<file path="config.mk">
export PLATFORM = sky130hd
export DESIGN_NAME = axi4_lite_mtimer_flat
export DESIGN_NICKNAME = d
export VERILOG_FILES = /design/src/rtl/mtimer_pkg.sv /design/src/rtl/axi4_lite.sv /design/src/rtl/mtimer_core.sv /design/src/rtl/axi4_lite_mtimer.sv /design/src/flat_wrapper.sv
export SDC_FILE = /design/constraint.sdc
export NUM_CORES = 1
export LEC_CHECK = 0
export BUFFER_PORTS_ARGS = -buffer_cell sky130_fd_sc_hd__buf_2
export CAP_MARGIN = 30
export CORE_AREA = 2 2 146 148
export CTS_CLUSTER_SIZE = 20
export DETAILED_ROUTE_END_ITERATION = 10
export DIE_AREA = 0 0 148 150
export MAX_ROUTING_LAYER = met4
export PLACE_DENSITY_LB_ADDON = 0.05
export SETUP_SLACK_MARGIN = 0.02
export SYNTH_ARGS = -nofsm -noshare
export SYNTH_HDL_FRONTEND = slang
export SYNTH_HIERARCHICAL = 1
export SYNTH_SLANG_ARGS = --single-unit
</file>
<file path="constraint.sdc">
create_clock -name aclk -period 9.65 [get_ports aclk]
set_clock_uncertainty 0.15 [all_clocks]
set_input_delay 0.4825 -clock aclk [delete_from_list [all_inputs] [get_ports aclk]]
set_output_delay 0.4825 -clock aclk [all_outputs]
set_load 0.02 [all_outputs]
</file>
<file path="src/rtl/mtimer_pkg.sv">
// mtimer_pkg: shared definitions for the AXI4-Lite RISC-V machine timer.
//   - Register offsets within the 16-byte window (addr[3:0])
//   - AXI response codes
//   - Write / read handshake FSM state types
//   - Byte-strobe merge helper
// Optional feature macro used elsewhere: MTIMER_PRESCALER_EN.
`timescale 1ns/1ps
package mtimer_pkg;

  localparam logic [3:0] MTIME_LO    = 4'h0;
  localparam logic [3:0] MTIME_HI    = 4'h4;
  localparam logic [3:0] MTIMECMP_LO = 4'h8;
  localparam logic [3:0] MTIMECMP_HI = 4'hC;

  localparam logic [1:0] RESP_OKAY   = 2'b00;
  localparam logic [1:0] RESP_SLVERR = 2'b10;
  localparam logic [1:0] RESP_DECERR = 2'b11;

  typedef enum logic [1:0] {
    W_IDLE   = 2'd0,
    W_HAVE_A = 2'd1,
    W_HAVE_D = 2'd2,
    W_RESP   = 2'd3
  } wr_state_t;

  typedef enum logic {
    R_IDLE = 1'b0,
    R_RESP = 1'b1
  } rd_state_t;

  // Replace only the bytes of old_val whose strobe bit is set.
  function automatic logic [31:0] strb_merge(input logic [31:0] old_val,
                                             input logic [31:0] new_val,
                                             input logic [3:0]  strb);
    logic [31:0] r;
    r = old_val;
    for (int b = 0; b < 4; b++) begin
      if (strb[b]) r[8*b +: 8] = new_val[8*b +: 8];
    end
    return r;
  endfunction

endpackage

</file>
<file path="src/rtl/axi4_lite.sv">
// axi4_lite: AXI4-Lite channel bundle (AW, W, B, AR, R) with clock and
// active-low reset carried in the interface.
//   aclk, areset_n : clock and asynchronous active-low reset (interface ports)
//   subordinate    : modport seen by a slave
//   manager        : modport seen by a master
`timescale 1ns/1ps
interface axi4_lite #(
  parameter int ADDR_WIDTH = 32,
  parameter int DATA_WIDTH = 32
) (
  input logic aclk,
  input logic areset_n
);

  logic [ADDR_WIDTH-1:0]   awaddr;
  logic                    awvalid;
  logic                    awready;
  logic [DATA_WIDTH-1:0]   wdata;
  logic [DATA_WIDTH/8-1:0] wstrb;
  logic                    wvalid;
  logic                    wready;
  logic [1:0]              bresp;
  logic                    bvalid;
  logic                    bready;
  logic [ADDR_WIDTH-1:0]   araddr;
  logic                    arvalid;
  logic                    arready;
  logic [DATA_WIDTH-1:0]   rdata;
  logic [1:0]              rresp;
  logic                    rvalid;
  logic                    rready;

  modport subordinate (
    input  aclk, areset_n,
    input  awaddr, awvalid, output awready,
    input  wdata, wstrb, wvalid, output wready,
    output bresp, bvalid, input bready,
    input  araddr, arvalid, output arready,
    output rdata, rresp, rvalid, input rready
  );

  modport manager (
    input  aclk, areset_n,
    output awaddr, awvalid, input awready,
    output wdata, wstrb, wvalid, input wready,
    input  bresp, bvalid, output bready,
    output araddr, arvalid, input arready,
    input  rdata, rresp, rvalid, output rready
  );

endinterface

</file>
<file path="src/rtl/mtimer_core.sv">
// mtimer_core: 64-bit mtime / mtimecmp registers, optional prescaler,
// compare and registered machine timer interrupt.
//   clk, rst_n   : clock, asynchronous active-low reset
//   we           : write strobe (only asserted for aligned accesses)
//   waddr        : register offset, wdata / wstrb : data and byte strobes
//   raddr, rdata : combinational read port (0 for unmapped/misaligned)
//   irq          : registered (mtime >= mtimecmp)
// Macro MTIMER_PRESCALER_EN: when defined, mtime advances once every PRESCALE
// clocks; otherwise it advances every clock and PRESCALE is ignored.
`timescale 1ns/1ps
module mtimer_core
  import mtimer_pkg::*;
#(
  parameter int PRESCALE = 1
) (
  input  logic        clk,
  input  logic        rst_n,
  input  logic        we,
  input  logic [3:0]  waddr,
  input  logic [31:0] wdata,
  input  logic [3:0]  wstrb,
  input  logic [3:0]  raddr,
  output logic [31:0] rdata,
  output logic        irq
);

  logic [63:0] mtime_q, mtime_d;
  logic [63:0] mtimecmp_q, mtimecmp_d;
  logic        irq_q, irq_d;
  logic        tick;
  logic        mtime_wr;

  assign mtime_wr = we && ((waddr == MTIME_LO) || (waddr == MTIME_HI));

`ifdef MTIMER_PRESCALER_EN
  localparam int PW = (PRESCALE > 1) ? $clog2(PRESCALE) : 1;
  logic [PW-1:0] presc_q, presc_d;

  // Tick on the wrap edge; a write to mtime restarts the phase.
  always_comb begin
    tick    = (presc_q == PW'(PRESCALE - 1));
    presc_d = tick ? '0 : presc_q + PW'(1);
    if (mtime_wr) presc_d = '0;
  end

  always_ff @(posedge clk or negedge rst_n) begin
    if (!rst_n) presc_q <= '0;
    else        presc_q <= presc_d;
  end
`else
  logic unused_prescale;
  assign unused_prescale = (PRESCALE > 0);
  assign tick = 1'b1;
`endif

  always_comb begin
    mtime_d    = tick ? mtime_q + 64'd1 : mtime_q;
    mtimecmp_d = mtimecmp_q;
    // A write to one mtime half replaces the increment for the whole
    // register: the other half holds, so no carry crosses halves.
    if (we) begin
      case (waddr)
        MTIME_LO:    mtime_d = {mtime_q[63:32], strb_merge(mtime_q[31:0], wdata, wstrb)};
        MTIME_HI:    mtime_d = {strb_merge(mtime_q[63:32], wdata, wstrb), mtime_q[31:0]};
        MTIMECMP_LO: mtimecmp_d = {mtimecmp_q[63:32], strb_merge(mtimecmp_q[31:0], wdata, wstrb)};
        MTIMECMP_HI: mtimecmp_d = {strb_merge(mtimecmp_q[63:32], wdata, wstrb), mtimecmp_q[31:0]};
        default: ;
      endcase
    end
    irq_d = (mtime_q >= mtimecmp_q);
  end

  always_ff @(posedge clk or negedge rst_n) begin
    if (!rst_n) begin
      mtime_q    <= '0;
      mtimecmp_q <= '1;
      irq_q      <= 1'b0;
    end else begin
      mtime_q    <= mtime_d;
      mtimecmp_q <= mtimecmp_d;
      irq_q      <= irq_d;
    end
  end

  always_comb begin
    rdata = '0;
    case (raddr)
      MTIME_LO:    rdata = mtime_q[31:0];
      MTIME_HI:    rdata = mtime_q[63:32];
      MTIMECMP_LO: rdata = mtimecmp_q[31:0];
      MTIMECMP_HI: rdata = mtimecmp_q[63:32];
      default:     rdata = '0;
    endcase
  end

  assign irq = irq_q;

endmodule

</file>
<file path="src/rtl/axi4_lite_mtimer.sv">
// axi4_lite_mtimer: AXI4-Lite subordinate exposing the RISC-V machine timer.
//   axi : axi4_lite.subordinate (aclk, areset_n, AW/W/B/AR/R channels);
//         only addr[3:0] is decoded
//   irq : machine timer interrupt, level, registered
// Holds independent write and read handshake FSMs around mtimer_core.
// Macro MTIMER_PRESCALER_EN enables the PRESCALE tick divider in the core.
`timescale 1ns/1ps
module axi4_lite_mtimer
  import mtimer_pkg::*;
#(
  parameter int WIDTH      = 32,
  parameter int ADDR_WIDTH = 32,
  parameter int PRESCALE   = 1
) (
  axi4_lite.subordinate axi,
  output logic          irq
);

  logic clk;
  logic rst_n;
  assign clk   = axi.aclk;
  assign rst_n = axi.areset_n;

  // Upper address bits are decoded by the crossbar.
  logic unused_addr_hi;
  assign unused_addr_hi = ^{axi.awaddr[ADDR_WIDTH-1:4], axi.araddr[ADDR_WIDTH-1:4]};

  // ---------------- write path ----------------
  wr_state_t         wr_state_q, wr_state_d;
  logic [3:0]        awaddr_q, awaddr_d;
  logic [WIDTH-1:0]  wdata_q, wdata_d;
  logic [3:0]        wstrb_q, wstrb_d;
  logic [1:0]        bresp_q, bresp_d;
  logic              aw_hs, w_hs;
  logic              core_we;
  logic [3:0]        core_waddr;
  logic [WIDTH-1:0]  core_wdata;
  logic [3:0]        core_wstrb;

  assign axi.awready = (wr_state_q == W_IDLE) || (wr_state_q == W_HAVE_D);
  assign axi.wready  = (wr_state_q == W_IDLE) || (wr_state_q == W_HAVE_A);
  assign axi.bvalid  = (wr_state_q == W_RESP);
  assign axi.bresp   = bresp_q;

  assign aw_hs = axi.awvalid && axi.awready;
  assign w_hs  = axi.wvalid && axi.wready;

  // The core sees whichever address/data is arriving this cycle, or the
  // copy latched by an earlier handshake, so the update lands on the
  // same edge that enters W_RESP.
  assign core_waddr = aw_hs ? axi.awaddr[3:0] : awaddr_q;
  assign core_wdata = w_hs ? axi.wdata : wdata_q;
  assign core_wstrb = w_hs ? axi.wstrb : wstrb_q;

  always_comb begin
    logic go_resp;
    wr_state_d = wr_state_q;
    awaddr_d   = awaddr_q;
    wdata_d    = wdata_q;
    wstrb_d    = wstrb_q;
    bresp_d    = bresp_q;
    core_we    = 1'b0;
    go_resp    = 1'b0;

    if (aw_hs) awaddr_d = axi.awaddr[3:0];
    if (w_hs) begin
      wdata_d = axi.wdata;
      wstrb_d = axi.wstrb;
    end

    case (wr_state_q)
      W_IDLE: begin
        if (aw_hs && w_hs) go_resp = 1'b1;
        else if (aw_hs)    wr_state_d = W_HAVE_A;
        else if (w_hs)     wr_state_d = W_HAVE_D;
      end
      W_HAVE_A: if (w_hs)  go_resp = 1'b1;
      W_HAVE_D: if (aw_hs) go_resp = 1'b1;
      W_RESP:   if (axi.bready) wr_state_d = W_IDLE;
      default:  wr_state_d = W_IDLE;
    endcase

    if (go_resp) begin
      wr_state_d = W_RESP;
      if (core_waddr[1:0] == 2'b00) begin
        bresp_d = RESP_OKAY;
        core_we = 1'b1;
      end else begin
        bresp_d = RESP_SLVERR;
      end
    end
  end

  always_ff @(posedge clk or negedge rst_n) begin
    if (!rst_n) begin
      wr_state_q <= W_IDLE;
      awaddr_q   <= '0;
      wdata_q    <= '0;
      wstrb_q    <= '0;
      bresp_q    <= RESP_OKAY;
    end else begin
      wr_state_q <= wr_state_d;
      awaddr_q   <= awaddr_d;
      wdata_q    <= wdata_d;
      wstrb_q    <= wstrb_d;
      bresp_q    <= bresp_d;
    end
  end

  // ---------------- read path ----------------
  rd_state_t        rd_state_q, rd_state_d;
  logic [WIDTH-1:0] rdata_q, rdata_d;
  logic [1:0]       rresp_q, rresp_d;
  logic [31:0]      core_rdata;

  assign axi.arready = (rd_state_q == R_IDLE);
  assign axi.rvalid  = (rd_state_q == R_RESP);
  assign axi.rdata   = rdata_q;
  assign axi.rresp   = rresp_q;

  always_comb begin
    rd_state_d = rd_state_q;
    rdata_d    = rdata_q;
    rresp_d    = rresp_q;
    case (rd_state_q)
      R_IDLE: begin
        if (axi.arvalid) begin
          rd_state_d = R_RESP;
          if (axi.araddr[1:0] == 2'b00) begin
            rdata_d = core_rdata;
            rresp_d = RESP_OKAY;
          end else begin
            rdata_d = '0;
            rresp_d = RESP_SLVERR;
          end
        end
      end
      R_RESP:  if (axi.rready) rd_state_d = R_IDLE;
      default: rd_state_d = R_IDLE;
    endcase
  end

  always_ff @(posedge clk or negedge rst_n) begin
    if (!rst_n) begin
      rd_state_q <= R_IDLE;
      rdata_q    <= '0;
      rresp_q    <= RESP_OKAY;
    end else begin
      rd_state_q <= rd_state_d;
      rdata_q    <= rdata_d;
      rresp_q    <= rresp_d;
    end
  end

  // ---------------- timer core ----------------
  mtimer_core #(
    .PRESCALE (PRESCALE)
  ) u_core (
    .clk   (clk),
    .rst_n (rst_n),
    .we    (core_we),
    .waddr (core_waddr),
    .wdata (core_wdata),
    .wstrb (core_wstrb),
    .raddr (axi.araddr[3:0]),
    .rdata (core_rdata),
    .irq   (irq)
  );

endmodule

</file>
<file path="src/flat_wrapper.sv">
// flat-port wrapper written by rule: the top's interface ports become plain ports
module axi4_lite_mtimer_flat import mtimer_pkg::*;
#(
  parameter int WIDTH      = 32,
  parameter int ADDR_WIDTH = 32,
  parameter int PRESCALE   = 1
)
  (irq, aclk, areset_n, axi_awaddr, axi_awvalid, axi_awready, axi_wdata, axi_wstrb, axi_wvalid, axi_wready, axi_bresp, axi_bvalid, axi_bready, axi_araddr, axi_arvalid, axi_arready, axi_rdata, axi_rresp, axi_rvalid, axi_rready);
  axi4_lite #(.ADDR_WIDTH(ADDR_WIDTH), .DATA_WIDTH(32)) axi_i (.aclk(aclk), .areset_n(areset_n));
  output logic irq;
  input wire logic aclk;
  input wire logic areset_n;
  input wire logic [$bits(axi_i.awaddr)-1:0] axi_awaddr;
  input wire logic [$bits(axi_i.awvalid)-1:0] axi_awvalid;
  output wire logic [$bits(axi_i.awready)-1:0] axi_awready;
  input wire logic [$bits(axi_i.wdata)-1:0] axi_wdata;
  input wire logic [$bits(axi_i.wstrb)-1:0] axi_wstrb;
  input wire logic [$bits(axi_i.wvalid)-1:0] axi_wvalid;
  output wire logic [$bits(axi_i.wready)-1:0] axi_wready;
  output wire logic [$bits(axi_i.bresp)-1:0] axi_bresp;
  output wire logic [$bits(axi_i.bvalid)-1:0] axi_bvalid;
  input wire logic [$bits(axi_i.bready)-1:0] axi_bready;
  input wire logic [$bits(axi_i.araddr)-1:0] axi_araddr;
  input wire logic [$bits(axi_i.arvalid)-1:0] axi_arvalid;
  output wire logic [$bits(axi_i.arready)-1:0] axi_arready;
  output wire logic [$bits(axi_i.rdata)-1:0] axi_rdata;
  output wire logic [$bits(axi_i.rresp)-1:0] axi_rresp;
  output wire logic [$bits(axi_i.rvalid)-1:0] axi_rvalid;
  input wire logic [$bits(axi_i.rready)-1:0] axi_rready;
  assign axi_i.awaddr = axi_awaddr;
  assign axi_i.awvalid = axi_awvalid;
  assign axi_awready = axi_i.awready;
  assign axi_i.wdata = axi_wdata;
  assign axi_i.wstrb = axi_wstrb;
  assign axi_i.wvalid = axi_wvalid;
  assign axi_wready = axi_i.wready;
  assign axi_bresp = axi_i.bresp;
  assign axi_bvalid = axi_i.bvalid;
  assign axi_i.bready = axi_bready;
  assign axi_i.araddr = axi_araddr;
  assign axi_i.arvalid = axi_arvalid;
  assign axi_arready = axi_i.arready;
  assign axi_rdata = axi_i.rdata;
  assign axi_rresp = axi_i.rresp;
  assign axi_rvalid = axi_i.rvalid;
  assign axi_i.rready = axi_rready;
  axi4_lite_mtimer #(.WIDTH(WIDTH), .ADDR_WIDTH(ADDR_WIDTH), .PRESCALE(PRESCALE)) u_core (.axi(axi_i), .irq(irq));
endmodule
</file>
**After elaboration in Yosys (flattened, before gate mapping)**

Index checks and enable logic that the tools add are counted.

- Bits in registers: 208
- Word-level logic and storage cells: 110
- Output and inout port bits: 42
- Input port bits: 107

- Muxes and demuxes: 29
- Bitwise logic cells: 3
- Order comparisons: 1
- Reductions and logical operators: 29
- Equality and inequality tests: 22
- Add/sub/neg operators: 1

Operators with widths:

| cell | count |
|---|---|
| case mux 64 bit (2 select lines) | 2 |
| case mux 32 bit (4 select lines) | 1 |
| adder 64 x 1 -> 64 bit (second input constant) | 1 |
| greater-or-equal comparator 64 bit | 1 |
| two-way mux 32 bit | 2 |
| two-way mux 64 bit | 1 |
| AND reduction 4 bit | 9 |
| two-way mux 8 bit | 4 |
| inequality test 3 x 2 -> 1 bit (second input constant) | 8 |
| AND reduction 2 bit | 9 |
| == test 4 bit (second input constant) | 4 |
| two-way mux 2 bit | 7 |
| == test 4 x 3 -> 1 bit (second input constant) | 2 |
| logical NOT 4 bit | 2 |
| two-way mux 4 bit | 2 |
| two-way mux 1 bit | 7 |
| logical NOT 2 bit | 3 |
| == test 2 bit (second input constant) | 2 |
| inequality test 2 bit (second input constant) | 2 |
| inequality test 4 x 1 -> 1 bit (second input constant) | 1 |
| case mux 2 bit (2 select lines) | 1 |
| logical AND 1 bit | 3 |
| inequality test 3 x 1 -> 1 bit (second input constant) | 1 |
| inequality test 3 bit (second input constant) | 1 |
| other kinds (6) | 9 |

**Logic depth before layout (Yosys ltp)**

- Depth after elaboration: 9
- Depth in mapped cells: 14
- Depth with buffers taken out: 11

**Modules after synthesis**

Netlist, hierarchy kept.

Modules (own cells, without submodules):

| module | seq. area each (µm²) | instances | cells each | area an instance (µm²) |
|---|---|---|---|---|
| mtimer_core | 3308.2 | 1 | 1060 | 9038.7 |
| axi4_lite_mtimer | 1926.8 | 1 | 196 | 3155.5 |

**Least setup slack after synthesis**

Ideal clock, no wire load.

- Path type: register to register
- Start point: reg u_core.wr_state_q[0]
- End point: reg u_core.u_core.mtime_q[22]
- Data required time: 9.377 ns
- Stages on the path, launching flop included: 11
- Buffers on the path: 2
- Period minus slack after synthesis: 3.298 ns
- Library setup time: 0.123 ns
- Path slack: 6.352 ns
- Arrival: 3.025 ns
- Cells stage by stage: dfrtp_1 -> inv_1 -> ha_1 -> o21ai_2 -> mux2_2 -> or4b_2 -> clkbuf_1 -> clkbuf_1 -> nor2_1 -> nand2_1 -> o221a_2

- Word-level cells in the longest chain between the ends: 9
- Elaborated cells on any way between the ends: 26
- Classes of those cells: 5 x eq/ne; 12 x mux; 9 x reduce/logical

Ends and longest elaborated chain:

| what | RTL line | text |
|---|---|---|
| start: declaration | axi4_lite_mtimer.sv:29 | `wr_state_t wr_state_q, wr_state_d;` |
| start signal: assignment | axi4_lite_mtimer.sv:102 | `wr_state_q <= wr_state_d;` |
| == test 2 bit (tied with other cells) | axi4_lite_mtimer.sv:40, axi4_lite_mtimer.sv:71 |  |
| logical OR 1 bit (on tied branches) | axi4_lite_mtimer.sv:40, axi4_lite_mtimer.sv:41 |  |
| logical AND 1 bit (on tied branches) | axi4_lite_mtimer.sv:45, axi4_lite_mtimer.sv:46 |  |
| logical AND 1 bit / two-way mux 4 bit (equally long branches) | axi4_lite_mtimer.sv:73, axi4_lite_mtimer.sv:51 |  |
| two-way mux 1 bit / logical NOT 2 bit (equally long branches) | axi4_lite_mtimer.sv:73, axi4_lite_mtimer.sv:85 |  |
| case mux 1 bit (3 select lines) / two-way mux 1 bit (equally long branches) | axi4_lite_mtimer.sv:71, axi4_lite_mtimer.sv:85 |  |
| two-way mux 1 bit | axi4_lite_mtimer.sv:83 | `if (go_resp) begin` |
| inequality test 3 x 2 -> 1 bit (no line) / inequality test 2 bit (equally long branches) | n/a |  |
| AND reduction 2 bit (no line) | n/a |  |
| end signal: assignment | mtimer_core.sv:79 | `mtime_q <= mtime_d;` |
| end: declaration | mtimer_core.sv:27 | `logic [63:0] mtime_q, mtime_d;` |

Several ways; a longest one is shown, not always the timed one. The select of a mux whose other input is x is not followed.
A chain may end at the register's enable or synchronous reset.

**Worst setup path in the final report**

- Start point: reg u_core.wr_state_q[0]
- End point: reg u_core.u_core.mtime_q[52]

- Word-level cells in the longest chain between the ends: 9
- Elaborated cells on any way between the ends: 26
- Classes of those cells: 5 x eq/ne; 12 x mux; 9 x reduce/logical

Ends and longest elaborated chain:

| what | RTL line | text |
|---|---|---|
| == test 2 bit (tied with other cells) | axi4_lite_mtimer.sv:40, axi4_lite_mtimer.sv:71 |  |
| logical OR 1 bit (on tied branches) | axi4_lite_mtimer.sv:40, axi4_lite_mtimer.sv:41 |  |
| logical AND 1 bit (on tied branches) | axi4_lite_mtimer.sv:45, axi4_lite_mtimer.sv:46 |  |
| logical AND 1 bit / two-way mux 4 bit (equally long branches) | axi4_lite_mtimer.sv:73, axi4_lite_mtimer.sv:51 |  |
| two-way mux 1 bit / logical NOT 2 bit (equally long branches) | axi4_lite_mtimer.sv:73, axi4_lite_mtimer.sv:85 |  |
| case mux 1 bit (3 select lines) / two-way mux 1 bit (equally long branches) | axi4_lite_mtimer.sv:71, axi4_lite_mtimer.sv:85 |  |
| two-way mux 1 bit * | axi4_lite_mtimer.sv:83 |  |
| via u_core.core_we | axi4_lite_mtimer.sv:35 | `logic core_we;` |
| inequality test 3 x 2 -> 1 bit (no line) / inequality test 2 bit (equally long branches) | n/a |  |
| AND reduction 2 bit (no line) | n/a |  |

Mark *: on every way through the listed nets, which the timed path passes. The rest lies on a longest branch. The select of a mux whose other input is x is not followed.

==> results.yml <==
status:
  status: "finished, final reports clean"
cts:
  cts_max_path_buffers: 3
  cts.clk_slew.worst_paths_ns: 0.06
  cts.htree.levels: 1
  cts_root_buf: "clkbuf_16"
  cts_tree: "yes"
  numCtsBuffers: 23
  clock_latency_ns: 0.54
  clock-sinks: 206
  cts_setup_buffers: 0
finish:
  layout.nets: 1504
  syn2layout_area_growth_pct: 11.8
  nFillCells: 1755
  layout-drive-gt1-share: 0.230
  final_util: 0.659
  fin_area_um2: 13600
  diodes: 0
  final_cells: 1620
synthesis:
  ys_seq_area_frac: 0.429
  yosysUniqueCellTypes: 77
  synthArstFlopShare: 1.00
  netlist_instances: 1256
  avgSynthCellArea_um2: 9.71
  synthFlopType: "dfrtp_1"
  synth_area_um2: 12200
  ys_warn_count: 6
  ys_seq_elements: 206
  synth-edff-count: 0
drt:
  route.detailed.drc: 0
  routed_wirelength_um: 34600
  avgViaCountPerCell: 6.45
  first_pass_iters: 6
  drtIter0Drc: 1143
  vias: 10456
  ant_nets: 0
  routedWlPerCell_um: 21.4
setup_path:
  crit_chain: "inv_1, ha_1, o21ai_2, mux2i_1, nor2_1, or4b_2, buf_4, a21oi_1, nor2_1, a211oi_1, nor3_1"
  crit_family: "simple AND/OR/NAND/NOR gates"
  cp_num_buf_inv: 2
  critPathKind: "flop to flop"
  critPathRequiredTime_ns: 9.91
  path_common_cell: "nor2_1"
  cpMaxStageDelayCell: "a21oi_1"
  slowest_delay_ns: 0.65
  cp_max_fo: 59
  cp-end-kind: "flop"
  cp-start-kind: "flop"
  worst_ep_arrival_time_ns: 4.39
floorplanning:
  dieArea_um2: 22200
  initial_core_util: 0.589
  core_region_area_um2: 20700
  fp.dieH_um: 150
  fp.dieW_um: 148
  rows: 53
  pin_count: 149
global_routing:
  grt_max_degree: 76
  antenna_found_initial: 0
  first_global_vias: 9924
  track_usage: 0.323
  grt_pass1_wl_um: 55300
  grt-ovfl-total: 0
sta:
  drv_slew: 0
  slew_headroom: 0.353
  max_freq_mhz: 242
  setup_violations: 0
  tns_ns: 0
  period_needed_ns: 4.13
  hold_viol_final: 0
  worst_pin_slew_ns: 0.962
  rsz0062_at_grt: "no"
  setup_ws_ns: 5.52
  whs_ns: 0.0794
  fin_crit_sh: 0.428
hold_path:
  hold_path.class: "input port to flop"
placement:
  placed_cells: 1575
  placed_area_um2: 12800
  gp_congestion: 0.984
  pre_cts_slack_ns: 5.62
  port_buffers: 90
  hpwlAfterDp_um: 24200
flow_run:
  maxCapViolCount: 0
pwr:
  leakagePower_nw: 5.89
  total_power_mw: 4.05
  p_per_area_nw_per_um2: 297
  ir_worst_vdd_mv: 0.220
[final cells by class]
class	instances	area [um2]	share of cell area
Clock buffer	36	684	0.0502
Inverter	78	293	0.0215
Clock inverter	6	58.8	0.00431
Multi-Input combinational cell	916	6430	0.472
Sequential cell	206	5240	0.384
Timing Repair Buffer	103	582	0.0427
Tap cell	275	344	0.0252
[final timing paths]
kind	from	endpoint	slack (ns)	cells past startpoint
min	axi_wdata[17]	u_core/wdata_q[17]	0.08	2
min in group asynchronous	areset_n	u_core/u_core/mtime_q[23]	0.38	2
min reg2reg	u_core/u_core/mtimecmp_q[11]	u_core/u_core/mtimecmp_q[11]	0.34	2
max in group asynchronous	areset_n	u_core/axi.rdata[28]	7.79	3
max	u_core/wr_state_q[0]	u_core/u_core/mtime_q[52]	5.52	11
max reg2reg	u_core/wr_state_q[0]	u_core/u_core/mtime_q[52]	5.52	11
[Yosys cell counts (all sizes together), types with 32 or more instances]
library cell | number | area [um2]
inv | 78 | 293
o21ai | 62 | 325
a221o | 32 | 320
a22o | 65 | 571
nand2 | 168 | 647
clkbuf | 40 | 151
dfstp | 64 | 1680
ha | 69 | 863
nand3 | 53 | 265
a21oi | 62 | 310
dfrtp | 142 | 3550
nor2 | 88 | 330
mux2 | 73 | 938
[layer usage]
metal	track usage	up-vias	routed length (um)
met4	0.0771	0	674
met3	0.0332	57	2520
met1	0.469	5146	15500
met2	0.491	447	15900
met5	-	-	0
li1	-	4806	-
[logic make-up (layout without fill, tap and decap cells)]
family / Yosys count / count (layout) / synth area share
mux: 74 / 74 / 0.0778
buf+inv: 135 / 223 / 0.0470
other cells: 1 / 2 / 0.000308
compound gates: 324 / 324 / 0.194
xor+xnor: 1 / 1 / 0.000718
flops: 206 / 206 / 0.429
fa+ha+maj: 69 / 69 / 0.0708
simple gates: 446 / 446 / 0.180
[registers in the layout, indices dropped and copies added, names as in the netlist]
signal,flops
u_core/axi.rresp,1
u_core/wr_state_q,2
u_core/u_core/mtimecmp_q,64
u_core/wdata_q,32
u_core/axi.bresp,1
u_core/u_core/irq,1
u_core/awaddr_q,4
u_core/axi.rvalid,1
u_core/u_core/mtime_q,64
u_core/wstrb_q,4
u_core/axi.rdata,32
[where the power goes]
part / switching, mW / internal [mW]
Clock: 0.352 / 0.513
Combinational: 0.904 / 0.659
Sequential: 0.366 / 1.25
[cells in the final DEF (no fill, tap or decap), drive strengths merged, types with 14 or more instances in the layout]
cell      n
nand2   168
dfrtp   142
buf     100
nor2     88
inv      79
mux2     73
ha       69
a22o     65
dfstp    64
a21oi    62
o21ai    62
nand3    53
clkbuf   37
a221o    32
nand4    28
a211oi   20
nor3     19
and3     16
or3      15
o211ai   14
[what timing repair did]
action	in CTS	in global routing
resized for setup	0	0
endpoints found under the hold margin	49	0
hold buffers	2	0
(Power assumes the default switching activity.)
